[config.mk]
export PLATFORM = sky130hd
export DESIGN_NAME = mux16_1
export DESIGN_NICKNAME = d
export VERILOG_FILES = /design/src/rtl/mux_pkg.sv /design/src/rtl/mux4_1.sv /design/src/rtl/mux16_1.sv
export SDC_FILE = /design/constraint.sdc
export NUM_CORES = 1
export LEC_CHECK = 0
export ABC_AREA = 1
export CORE_AREA = 2 2 107 109
export DETAILED_ROUTE_END_ITERATION = 10
export DIE_AREA = 0 0 109 111
export PLACE_DENSITY = 0.8
export SKIP_LAST_GASP = 1
export SYNTH_ARGS = -nofsm -noshare
export SYNTH_HDL_FRONTEND = slang
export SYNTH_SLANG_ARGS = --single-unit
[constraint.sdc]
create_clock -name clk -period 1.9 [get_ports clk]
set_input_delay 0.285 -clock clk [delete_from_list [all_inputs] [get_ports clk]]
set_output_delay 0.285 -clock clk [all_outputs]
set_load 0.02 [all_outputs]
[src/rtl/mux_pkg.sv]
// Shared constants for the datapath word multiplexers.
package mux_pkg;
  localparam int unsigned MUX_SEL_W  = 4;
  localparam int unsigned MUX_NUM_IN = 16;
  localparam int unsigned MUX_WIDTH  = 16;
endpackage

[src/rtl/mux4_1.sv]
// Combinational 4:1 word selector; leaf stage of the 16:1 tree.
module mux4_1 #(
  parameter int unsigned WIDTH = 16
) (
  input  logic [WIDTH-1:0] a,
  input  logic [WIDTH-1:0] b,
  input  logic [WIDTH-1:0] c,
  input  logic [WIDTH-1:0] d,
  input  logic [1:0]       s,
  output logic [WIDTH-1:0] y
);

  always_comb begin
    y = a;
    unique case (s)
      2'd0: y = a;
      2'd1: y = b;
      2'd2: y = c;
      2'd3: y = d;
    endcase
  end

endmodule

[src/rtl/mux16_1.sv]
// Registered 16:1 word multiplexer built as a two-level tree of 4:1 stages.
module mux16_1
  import mux_pkg::*;
#(
  parameter int unsigned WIDTH = MUX_WIDTH
) (
  input  logic                 clk,
  input  logic                 reset,
  input  logic [WIDTH-1:0]     in0,
  input  logic [WIDTH-1:0]     in1,
  input  logic [WIDTH-1:0]     in2,
  input  logic [WIDTH-1:0]     in3,
  input  logic [WIDTH-1:0]     in4,
  input  logic [WIDTH-1:0]     in5,
  input  logic [WIDTH-1:0]     in6,
  input  logic [WIDTH-1:0]     in7,
  input  logic [WIDTH-1:0]     in8,
  input  logic [WIDTH-1:0]     in9,
  input  logic [WIDTH-1:0]     in10,
  input  logic [WIDTH-1:0]     in11,
  input  logic [WIDTH-1:0]     in12,
  input  logic [WIDTH-1:0]     in13,
  input  logic [WIDTH-1:0]     in14,
  input  logic [WIDTH-1:0]     in15,
  input  logic [MUX_SEL_W-1:0] sel,
  output logic [WIDTH-1:0]     out
);

  logic [WIDTH-1:0] mux1_y, mux2_y, mux3_y, mux4_y;
  logic [WIDTH-1:0] out_d;
  logic [WIDTH-1:0] out_q;

  // Level 1: low select bits pick within each group of four inputs.
  mux4_1 #(.WIDTH(WIDTH)) mux1 (
    .a(in0),  .b(in1),  .c(in2),  .d(in3),  .s(sel[1:0]), .y(mux1_y)
  );
  mux4_1 #(.WIDTH(WIDTH)) mux2 (
    .a(in4),  .b(in5),  .c(in6),  .d(in7),  .s(sel[1:0]), .y(mux2_y)
  );
  mux4_1 #(.WIDTH(WIDTH)) mux3 (
    .a(in8),  .b(in9),  .c(in10), .d(in11), .s(sel[1:0]), .y(mux3_y)
  );
  mux4_1 #(.WIDTH(WIDTH)) mux4 (
    .a(in12), .b(in13), .c(in14), .d(in15), .s(sel[1:0]), .y(mux4_y)
  );

  // Level 2: high select bits pick the group.
  mux4_1 #(.WIDTH(WIDTH)) mux_l2 (
    .a(mux1_y), .b(mux2_y), .c(mux3_y), .d(mux4_y), .s(sel[3:2]), .y(out_d)
  );

  always_ff @(posedge clk) begin
    if (reset) out_q <= '0;
    else       out_q <= out_d;
  end

  assign out = out_q;

endmodule

Word-level counts from Yosys, hierarchy flattened. Cells that the tools add are included. Widths: inputs -> output; s select.

Muxes and demuxes: 5. Reductions and logical operators: 2. Eq/ne operators: 6.

Operators by type and width (number): $pmux 16 s4 (5); $eq 2x2->1 const B (4); $eq 2x1->1 const B (2); $logic_not 2->1 (2).

Bits of input ports: 262. Bits in registers: 16. Output and inout bits: 16. Word-level logic and storage cells: 14.

Logic depth before layout (Yosys ltp). Gate-level depths: netlist of run 1.

Depth in word-level cells: 3. Mapped depth: 10. Depth with buffers taken out: 8.

Modules after synthesis. A second synthesis of run 1 with hierarchy kept.

Cells, all modules: 520. Area, all modules: 3095.5 um^2.

Modules (own cells, without submodules): mux4_1 (seq. area each 0.0 um^2, area each 524.3 um^2, times used 5, cells an instance 94); mux16_1 (seq. area each 320.3 um^2, area each 474.2 um^2, times used 1, cells an instance 50).

Worst setup path before layout of run 1. OpenSTA, ideal clock, no wires.

Path type: in2reg. Start point: input port sel[2]. End point: register out_q[0], in the netlist out[0]. Cell stages on the path: 8. Data arrival time: 1.052 ns. Required time: 1.772 ns. Setup time: 0.128 ns. Path buffers: 1. Slack: 0.721 ns. Path through: inv_1 nand2_1 clkbuf_1 nor2_1 nand2_1 nand3_1 nor2_1 nor2_1.

Cells in the longest elaborated chain, start to end: 2. Elaborated cells on any way between the ends: 5.

RTL lines: from (decl) (line mux16_1.sv:25) `input logic [MUX_SEL_W-1:0] sel,`; $eq 2x2->1 (tied with other cells) (line mux4_1.sv:15) `unique case (s)`; $pmux 16 s4 * (line mux4_1.sv:15); to (signal assigned) (line mux16_1.sv:54) `else out_q <= out_d;`; to (decl) (line mux16_1.sv:31) `logic [WIDTH-1:0] out_q;`.

Mark *: on every way between the ends. The rest lies on a longest branch, timed or not. A chain may end at the register's enable or synchronous reset.

Worst setup path in the final report of run 1.
Start point: input port sel[0]. End point: register out_q[10], in the netlist out[10].

Cells in the longest elaborated chain, start to end: 3. Elaborated cells on any way between the ends: 9.

RTL lines (line): $eq 2x2->1 (tied with other cells) (mux4_1.sv:15); $pmux 16 s4 (mux4_1.sv:15); $pmux 16 s4 * (mux4_1.sv:15).

Marked as above.

==> results.yml, run 1 <==
outcome:
  status: "complete, no violations"
drt:
  ant_nets: 0
  firstDrtPassIters: 4
  via_per_inst: 4.878
  drtIter0Drc: 313
  wl_um: 15330
  wire_per_inst_um: 16.17
  route.vias.total: 4624
  drc_errors: 0
cells_and_area:
  largest_reg_flops: 16
  final_area_um2: 5873
  antenna_cells: 0
  final_cell_mix: "clkdlybuf4s50_1, nand2_1, nor2_1, nand3_1, o21ai_0"
  drive_above_1_share: 0.06211
  layout_commonest_cell: "clkdlybuf4s50_1"
  nFillCells: 1120
  fin_nets: 1068
  syn_to_final_growth_pct: 110.7
power_and_ir_drop:
  power_frac_seq: 0.184
  ir_drop_uv: 294.4
  comb_power_share: 0.591
  p_leak_nw: 2.350
  p_clk_frac: 0.225
  finalPower_w: 0.002060
  p_int_w: 0.001417
  p_per_area_nw_per_um2: 350.7
  sw_frac_of_total: 0.3119
  netSwitchingPower_w: 0.0006424
clock_network:
  post_cts_buffers: 0
  ctsHoldBuffers: 0
  cts_root_buf: "clkbuf_16"
  cts_tree: "built"
  clk_path_buf_depth: 2
  htreeDepth: 1
  cts_inserted_buffers: 3
  clkSinkCount: 16
  ctsResizeCount: 0
  clk_pin_slew_worst_paths_ns: 0.05
critical_path:
  cpPeakStageDelay_ns: 0.45
  worstPathArrival_ns: 1.85
  start_kind: "primary input"
  path_class: "in -> reg"
  worst-path-buf-inv: 4
  worstPathRequired_ns: 2.03
  cp_top_family: "buffers and inverters"
  cp-end-kind: "flip-flop"
  crit_fanout: 8
  crit_slowest_cell: "clkdlybuf4s50_1"
  crit_chain: "clkdlybuf4s50_1 -> buf_4 -> nand2_4 -> clkinv_4 -> buf_4 -> nand2_1 -> nand3_1 -> nand2_1 -> nand3_1 -> nor2_1 -> nor2_1"
sta:
  finalSetupViolations: 0
  fin_crit_sh: 0.9029
  slew_viol_final: 0
  relSlewSlack: 0.7233
  period_minus_slack_ns: 1.716
  hold_viol: 0
  rsz0062_at_grt: "false"
  tightestPinTransition_ns: 0.4150
  timing.fmax_ghz: 0.5829
  whs_ns: 0.7510
grt:
  grt_max_degree: 48
  antenna_found_initial: 0
  grt_usage: 0.2383
  first_global_vias: 4335
  grt.overflow.total: 0
  grt_pass1_wl_um: 22300
floorplanning:
  start_util: 0.2517
  core_area_um2: 11080
  die_height_um: 111
  num_io_pins: 278
  rows: 39
  die_w_um: 109
  dieArea_um2: 12100
placement:
  dp_hpwl_um: 12610
  io_buffers: 277
  gp_congestion: 0.9076
  place_area_um2: 5784
synth:
  syn-num-nets: 801
  syn_inst: 539
  yosysTopAreaCellShare: 0.1912
  syn_avg_cell_area_um2: 5.172
  ys_ff_latch: 16
  synth_area_leaders: "nand2_1, nand3_1, nor2_1"
  ys_seq_area_frac: 0.1149
  syn_area_um2: 2788
  yosysWarnings: 0
  synth.distinct_cells: 23
  synth_top_area_cell: "nand2_1"
job:
  maxCapViolCount: 0
min_path:
  hp-class: "in -> reg"
## tightest hold or removal path, stage by stage
cell,delay [ns]
clkdlybuf4s50_1,0.39
nand2_1,0.06
a31oi_1,0.08
nor2_1,0.09
nor2_1,0.04
## synthesized netlist by cell type
master    count
o21bai_2     10
dfxtp_1      16
nand2_4       2
buf_4         3
buf_6        10
or2_1         1
nand2_1     142
a31oi_1      15
clkbuf_1     11
nor2_1      129
nor2_4        2
inv_1         2
nand3_1     104
o21ai_1       2
o21bai_1      5
a21oi_1       1
buf_1         1
o21ai_0      62
buf_2        15
clkinv_4      1
inv_2         2
buf_12        1
clkbuf_2      2
## cell families (layout without fill, tap and decap cells)
family | count (synthesis) | in the layout | synth area share
DFF | 16 | 16 | 0.1149
AOI/OAI and AO/OA | 95 | 95 | 0.2042
buffers and inverters | 48 | 314 | 0.1109
and+or+nand+nor | 380 | 380 | 0.5700
## through the flow
stage,cells,util,TNS (ns),setup WS (ns)
after floorplan,539,-,0,0.7207
final,948,0.5302,0,0.1844
after detailed placement,944,0.5222,-0.1699,-0.08043
after global placement,944,0.5222,-0.1541,-0.06349
after CTS,948,0.5302,0,0.1735
after global routing,948,0.5302,0,0.06242
## power by group through the flow
stage / clock [W] / sequential (W) / combinational (W)
floorplan: 0 / 0.000421 / 0.000411
global route: 0.000492 / 0.000381 / 0.00131
detailed placement: 0 / 0.000386 / 0.00122
global placement: 0 / 0.000386 / 0.00121
CTS: 0.000473 / 0.000378 / 0.00122
finish: 0.000464 / 0.000379 / 0.00122
## worst paths after layout
path,start,endpoint,slack [ns],cells after the start
max,sel[0],out[10]$_SDFF_PP0_,0.18,11
min,in3[13],out[13]$_SDFF_PP0_,0.75,5
## metal layers
layer	track usage	part of all wire	up-vias
met1	0.2962	0.41	2042
met4	0.06068	0.022	0
met3	0.04703	0.090	28
met2	0.4141	0.48	237
met5	0	0	-
li1	-	-	2317
## cell type report
type	count	area, um^2	area share
Multi-Input combinational cell	475	2158	0.3675
Inverter	5	23.77	0.004048
Sequential cell	16	320.3	0.05454
Timing Repair Buffer	305	3103	0.5283
Tap cell	143	178.9	0.03046
Clock buffer	4	88.84	0.01513
Power figures use the tool's default switching activity.
==> inputs of run 2 (changes only) <==
- DONT_BUFFER_PORTS: unset -> 1
- PLACE_DENSITY: 0.8 -> 0.47
==> run 2 against run 1 <==
Net effect:
- critical path depth shrank 2
- count of clock-buffer cells in the layout is the same
- sequential power grew 12%
- global-route usage shrank 5.0 points
- clock power grew 1%
- via count shrank 24%
- hold slack lost 0.65 ns
- critical path type unchanged
==> results.yml, run 2 (synthesis gave the netlist of run 1 again) <==
sta:
  finalSetupViolations: 0
  fin_crit_sh: 0.6436
  rsz0062_at_grt: "false"
  fin_ws_ns: 0.6772
  period_minus_slack_ns: 1.223
  tightestPinTransition_ns: 0.6230
  hold_viol: 0
  relSlewSlack: 0.5847
  fin_tns_setup_ns: 0
  timing.fmax_ghz: 0.8178
  slew_viol_final: 0
placement:
  place_area_um2: 2796
  io_buffers: 0
  place_ws_ns: 0.3438
  dp_hpwl_um: 9924
  place_inst: 651
  gp_congestion: 0.8175
job:
  maxCapViolCount: 0
cells_and_area:
  seq_area_um2: 320.3
  multiInputGateArea_um2: 2158
  syn_to_final_growth_pct: 3.501
  final_area_um2: 2885
  antenna_cells: 0
  largest_reg_flops: 16
  nFillCells: 1298
  fin_cells: 655
  fin_nets: 775
  layout_commonest_cell: "nand2_1"
  final_cell_mix: "nand2_1, nor2_1, nand3_1, o21ai_0, dfxtp_1"
  drive_above_1_share: 0.06445
drt:
  ant_nets: 0
  wire_per_inst_um: 18.71
  route.vias.total: 3496
  drc_errors: 0
  via_per_inst: 5.337
  wl_um: 12250
  drtIter0Drc: 200
  firstDrtPassIters: 5
critical_path:
  crit_start: "sel[1]"
  worstPathArrival_ns: 1.37
  cp-end-kind: "flip-flop"
  start_kind: "primary input"
  path_class: "in -> reg"
  worstPathRequired_ns: 2.05
  crit_fanout: 57
power_and_ir_drop:
  finalPower_w: 0.001375
  p_per_area_nw_per_um2: 476.4
  ir_drop_uv: 223.6
  comb_power_share: 0.351
  p_leak_nw: 1.155
  power_frac_seq: 0.308
  sw_frac_of_total: 0.3698
  p_clk_frac: 0.341
  netSwitchingPower_w: 0.0005084
  p_int_w: 0.0008662
clock_network:
  clk_path_buf_depth: 2
  cts_root_buf: "clkbuf_16"
  clkSinkCount: 16
  cts_inserted_buffers: 3
  ctsHoldBuffers: 0
  ctsResizeCount: 0
  cts_tree: "built"
  post_cts_buffers: 0
  htreeDepth: 1
  clk_pin_slew_worst_paths_ns: 0.05
grt:
  first_global_vias: 3100
  antenna_found_initial: 0
  grt_usage: 0.1886
  grt.overflow.total: 0
  grt_max_degree: 70
  grt_pass1_wl_um: 17080
floorplanning:
  dieArea_um2: 12100
  num_io_pins: 278
  rows: 39
  die_height_um: 111
  core_area_um2: 11080
  start_util: 0.2517
  die_w_um: 109
min_path:
  hold_end: "out[12]$_SDFF_PP0_"
  hp-class: "in -> reg"
  hp-start: "reset"
  hold_depth: 1
outcome:
  status: "complete, no violations"
## run 2: changes by cell type in the layout (fill, tap and decap cells not counted)
cell,delta
clkdlybuf4s50_1,-276
buf_12,-8
buf_2,-1
buf_4,-8
## run 2: cell type report
cell class / count / share of cell area
clock buffer: 4 / 0.03079
inverter: 5 / 0.008239
multi-input combinational: 475 / 0.7480
sequential: 16 / 0.1110
tap: 143 / 0.06201
timing repair buffer: 12 / 0.03990
## run 2: worst max path at each step
| stage | end | cells after the start |
|---|---|---|
| final | out[11]$_SDFF_PP0_ | 9 |
| after global routing | out[11]$_SDFF_PP0_ | 9 |
| after CTS | out[11]$_SDFF_PP0_ | 9 |
| after detailed placement | out[11]$_SDFF_PP0_ | 9 |
| after global placement | out[12]$_SDFF_PP0_ | 9 |
| after floorplan | out[0]$_SDFF_PP0_ | 8 |
## run 2: metrics by stage
stage	hold WS (ns)	util
after floorplan	0.4974	-
after global placement	0.3623	0.2525
after detailed placement	0.3632	0.2525
after CTS	0.09709	0.2605
after global routing	0.09410	0.2605
final	0.1032	0.2605
## run 2: metal layers
metal / share of wire / up-vias / global-route usage
met5: 0 / - / 0
met4: 0.0050 / 0 / 0.02051
met3: 0.080 / 8 / 0.02939
met2: 0.47 / 191 / 0.3222
met1: 0.45 / 1568 / 0.2554
li1: - / 1729 / -
## run 2: power by group through the flow
stage / combinational (W) / sequential (W) / clock (W)
after floorplan: 0.000411 / 0.000421 / 0
after global placement: 0.000485 / 0.000434 / 0
after detailed placement: 0.000493 / 0.000432 / 0
after CTS: 0.000495 / 0.000424 / 0.000484
after global routing: 0.000556 / 0.000428 / 0.000492
final: 0.000482 / 0.000423 / 0.000469
## run 2: worst max-delay path, cell delays in order
cell and delay [ns]:
inv_2 0.09, nand2_4 0.15, buf_4 0.25, nor2_1 0.11, nor2_1 0.05, nand2_1 0.12, nand3_1 0.13, nor2_1 0.12
nor2_1 0.05
==> patch, RTL diff (flow settings as in run 2) <==
Put one more register stage on the output `out`, with the module's reset. The value now appears one clock later.
--- a/src/rtl/mux16_1.sv
+++ b/src/rtl/mux16_1.sv
@@ -55,5 +55,11 @@
   end
 
-  assign out = out_q;
+  always_ff @(posedge clk) begin
+    if (reset) begin
+      out <= '0;
+    end else begin
+      out <= out_q;
+    end
+  end
 
 endmodule
Function: changed (Yosys sat finds a counterexample within 4 cycles, from zero or initial values and one cycle with reset high).
==> patch against run 2 <==
Sequential cell count grew 16. Global-route usage grew 2.8 points. Non-clock buffer count grew 1. Wire length grew 10%. Synthesized area grew 12%. Final area grew 16%. Setup slack lost 0.063 ns. Die area is the same. Total power grew 63%.
==> patch: results (changes against run 2) <==
- Hpwl dp: 10,900 microns (+9.9%)
- Drt first pass iters: 4 (-1)
- # H-tree levels: 2 (+1)
- Synth top area cells: dfxtp_1, nand2_1, nor2_1
- Syn avg cell area: 5.23 sq um (+1.2%)
- CLK BUF: 7 (+3)
- Multi-input gates: 497 (+4.6%)
- Cts bufs inserted: 5 (+2)
- Seq/total area: 19.1% (+8.0 points)
- Port buffer count: 0 (unchanged)
- Synth Warn #: 0 (unchanged)
- Initial antenna violation count: 1 (+1)
- Fraction of layout cells with a size suffix above 1: 4.54% (-1.9 points)
- First-pass GRT wire length: 19,800 microns (+16%)
- Leading cell types by count after synthesis: nand2_1, nor2_1, nand3_1
- Logic pwr share: 22.7% (-12 points)
- Latest clock arrival within the worst-skew pair: 0.27 ns
- Crit-path slowest cell: buf_12
- Nets@finish: 834 (+7.6%)
- Sw power: 0.645 mW (+27%)
- Library cells used by synthesis: 20 (-13%)
- Leakage: 1.43 nW (+24%)
- Placed instance count: 708 (+8.8%)
- # Post-CTS Setup Buffers: 0 (unchanged)
- Register share of total power: 34.1% (+3.3 points)
- Vias per cell: 5.29 (-0.80%)
- Non-clock inverter count in the final layout: 23 (+18)
- Sw frac: 28.9% (-8.1 points)
- Root Driver: clkbuf_16
- Crit Path Max Fanout: 40 (-30%)
- Num sequential: 32 (+16)
- Crit-path max cell delay: 0.24 ns
- Hold slack: 0.0791 ns (-0.0241 ns)
- Outcome: completed
- Initial DRC count: 219 (+9.5%)
- Fill cells: 1,268 (-2.3%)
- Final min period: 1.29 ns (+0.0627 ns)
- Buffers excl. clock: 13 (+1)
- Place WS: 0.286 ns (-0.0581 ns)
- Placement Cell Area: 3180 sq um (+14%)
- Worst vdd rail ir drop: 0.275 mV (+23%)
- Pwr dens: 665 nW/um^2 (+40%)
- Post-Syn Nets: 857 (+7.0%)
- Non-clock buffer share: 3.28% (-0.71 points)
- Slew headroom: 57.0% (-1.5 points)
- RePlAce Congestion: 0.888 (+8.6%)
- Seq/Total Area, Yosys: 20.6% (+9.1 points)
- Die area: 12,100 sq um (unchanged)
- Crit-path leading delay family: simple AND/OR/NAND/NOR gates
- Vias in the first global route: 3,691 (+19%)
- Clk pin slew, worst setup/hold paths: 0.05 ns (about the same)
- Fraction of area in multi-input gates: 64.3% (-10 points)
- Tot GR Track Use: 21.7% (+2.8 points)
- DR WL/cell: 18.8 microns (+0.66%)
- Largest net degree at the start of global routing: 51 (-27%)
- Crit path DAT: 1.45 ns (+0.08 ns)
- Final Skew: 0.00212 ns
- Via Count: 3,791 (+8.4%)
- Top_reg_cell synth: dfxtp_1
- Clock network area share: 5.44% (+2.4 points)
==> patch: changes by cell type after synthesis, sizes merged, moves of 16 or more <==
cell,change
inv,+19
dfxtp,+16
nor2,+16
nand2,+17
==> patch: routing by layer <==
layer	up-vias	share of wire (%)	global-route usage, %
met4	2	1.7	5.56
li1	1879	-	-
met2	193	47	36.4
met1	1697	44	28.4
met3	20	7.8	3.64
met5	-	0.052	0
==> patch: path summary, 6_finish.rpt <==
check	from	end	depth (start not counted)
hold / removal	reset	out[2]$_SDFF_PP0_	1
setup reg to reg	out_q[9]$_SDFF_PP0_	out[9]$_SDFF_PP0_	2
hold reg to reg	out_q[3]$_SDFF_PP0_	out[3]$_SDFF_PP0_	2
setup / recovery	sel[0]	out_q[2]$_SDFF_PP0_	9
==> patch: cells by family after synthesis <==
kind of cell	Yosys count	synth area share [%]
flops	32	20.6
simple gates	407	53.4
compound gates	90	16.0
buf+inv	66	10.0
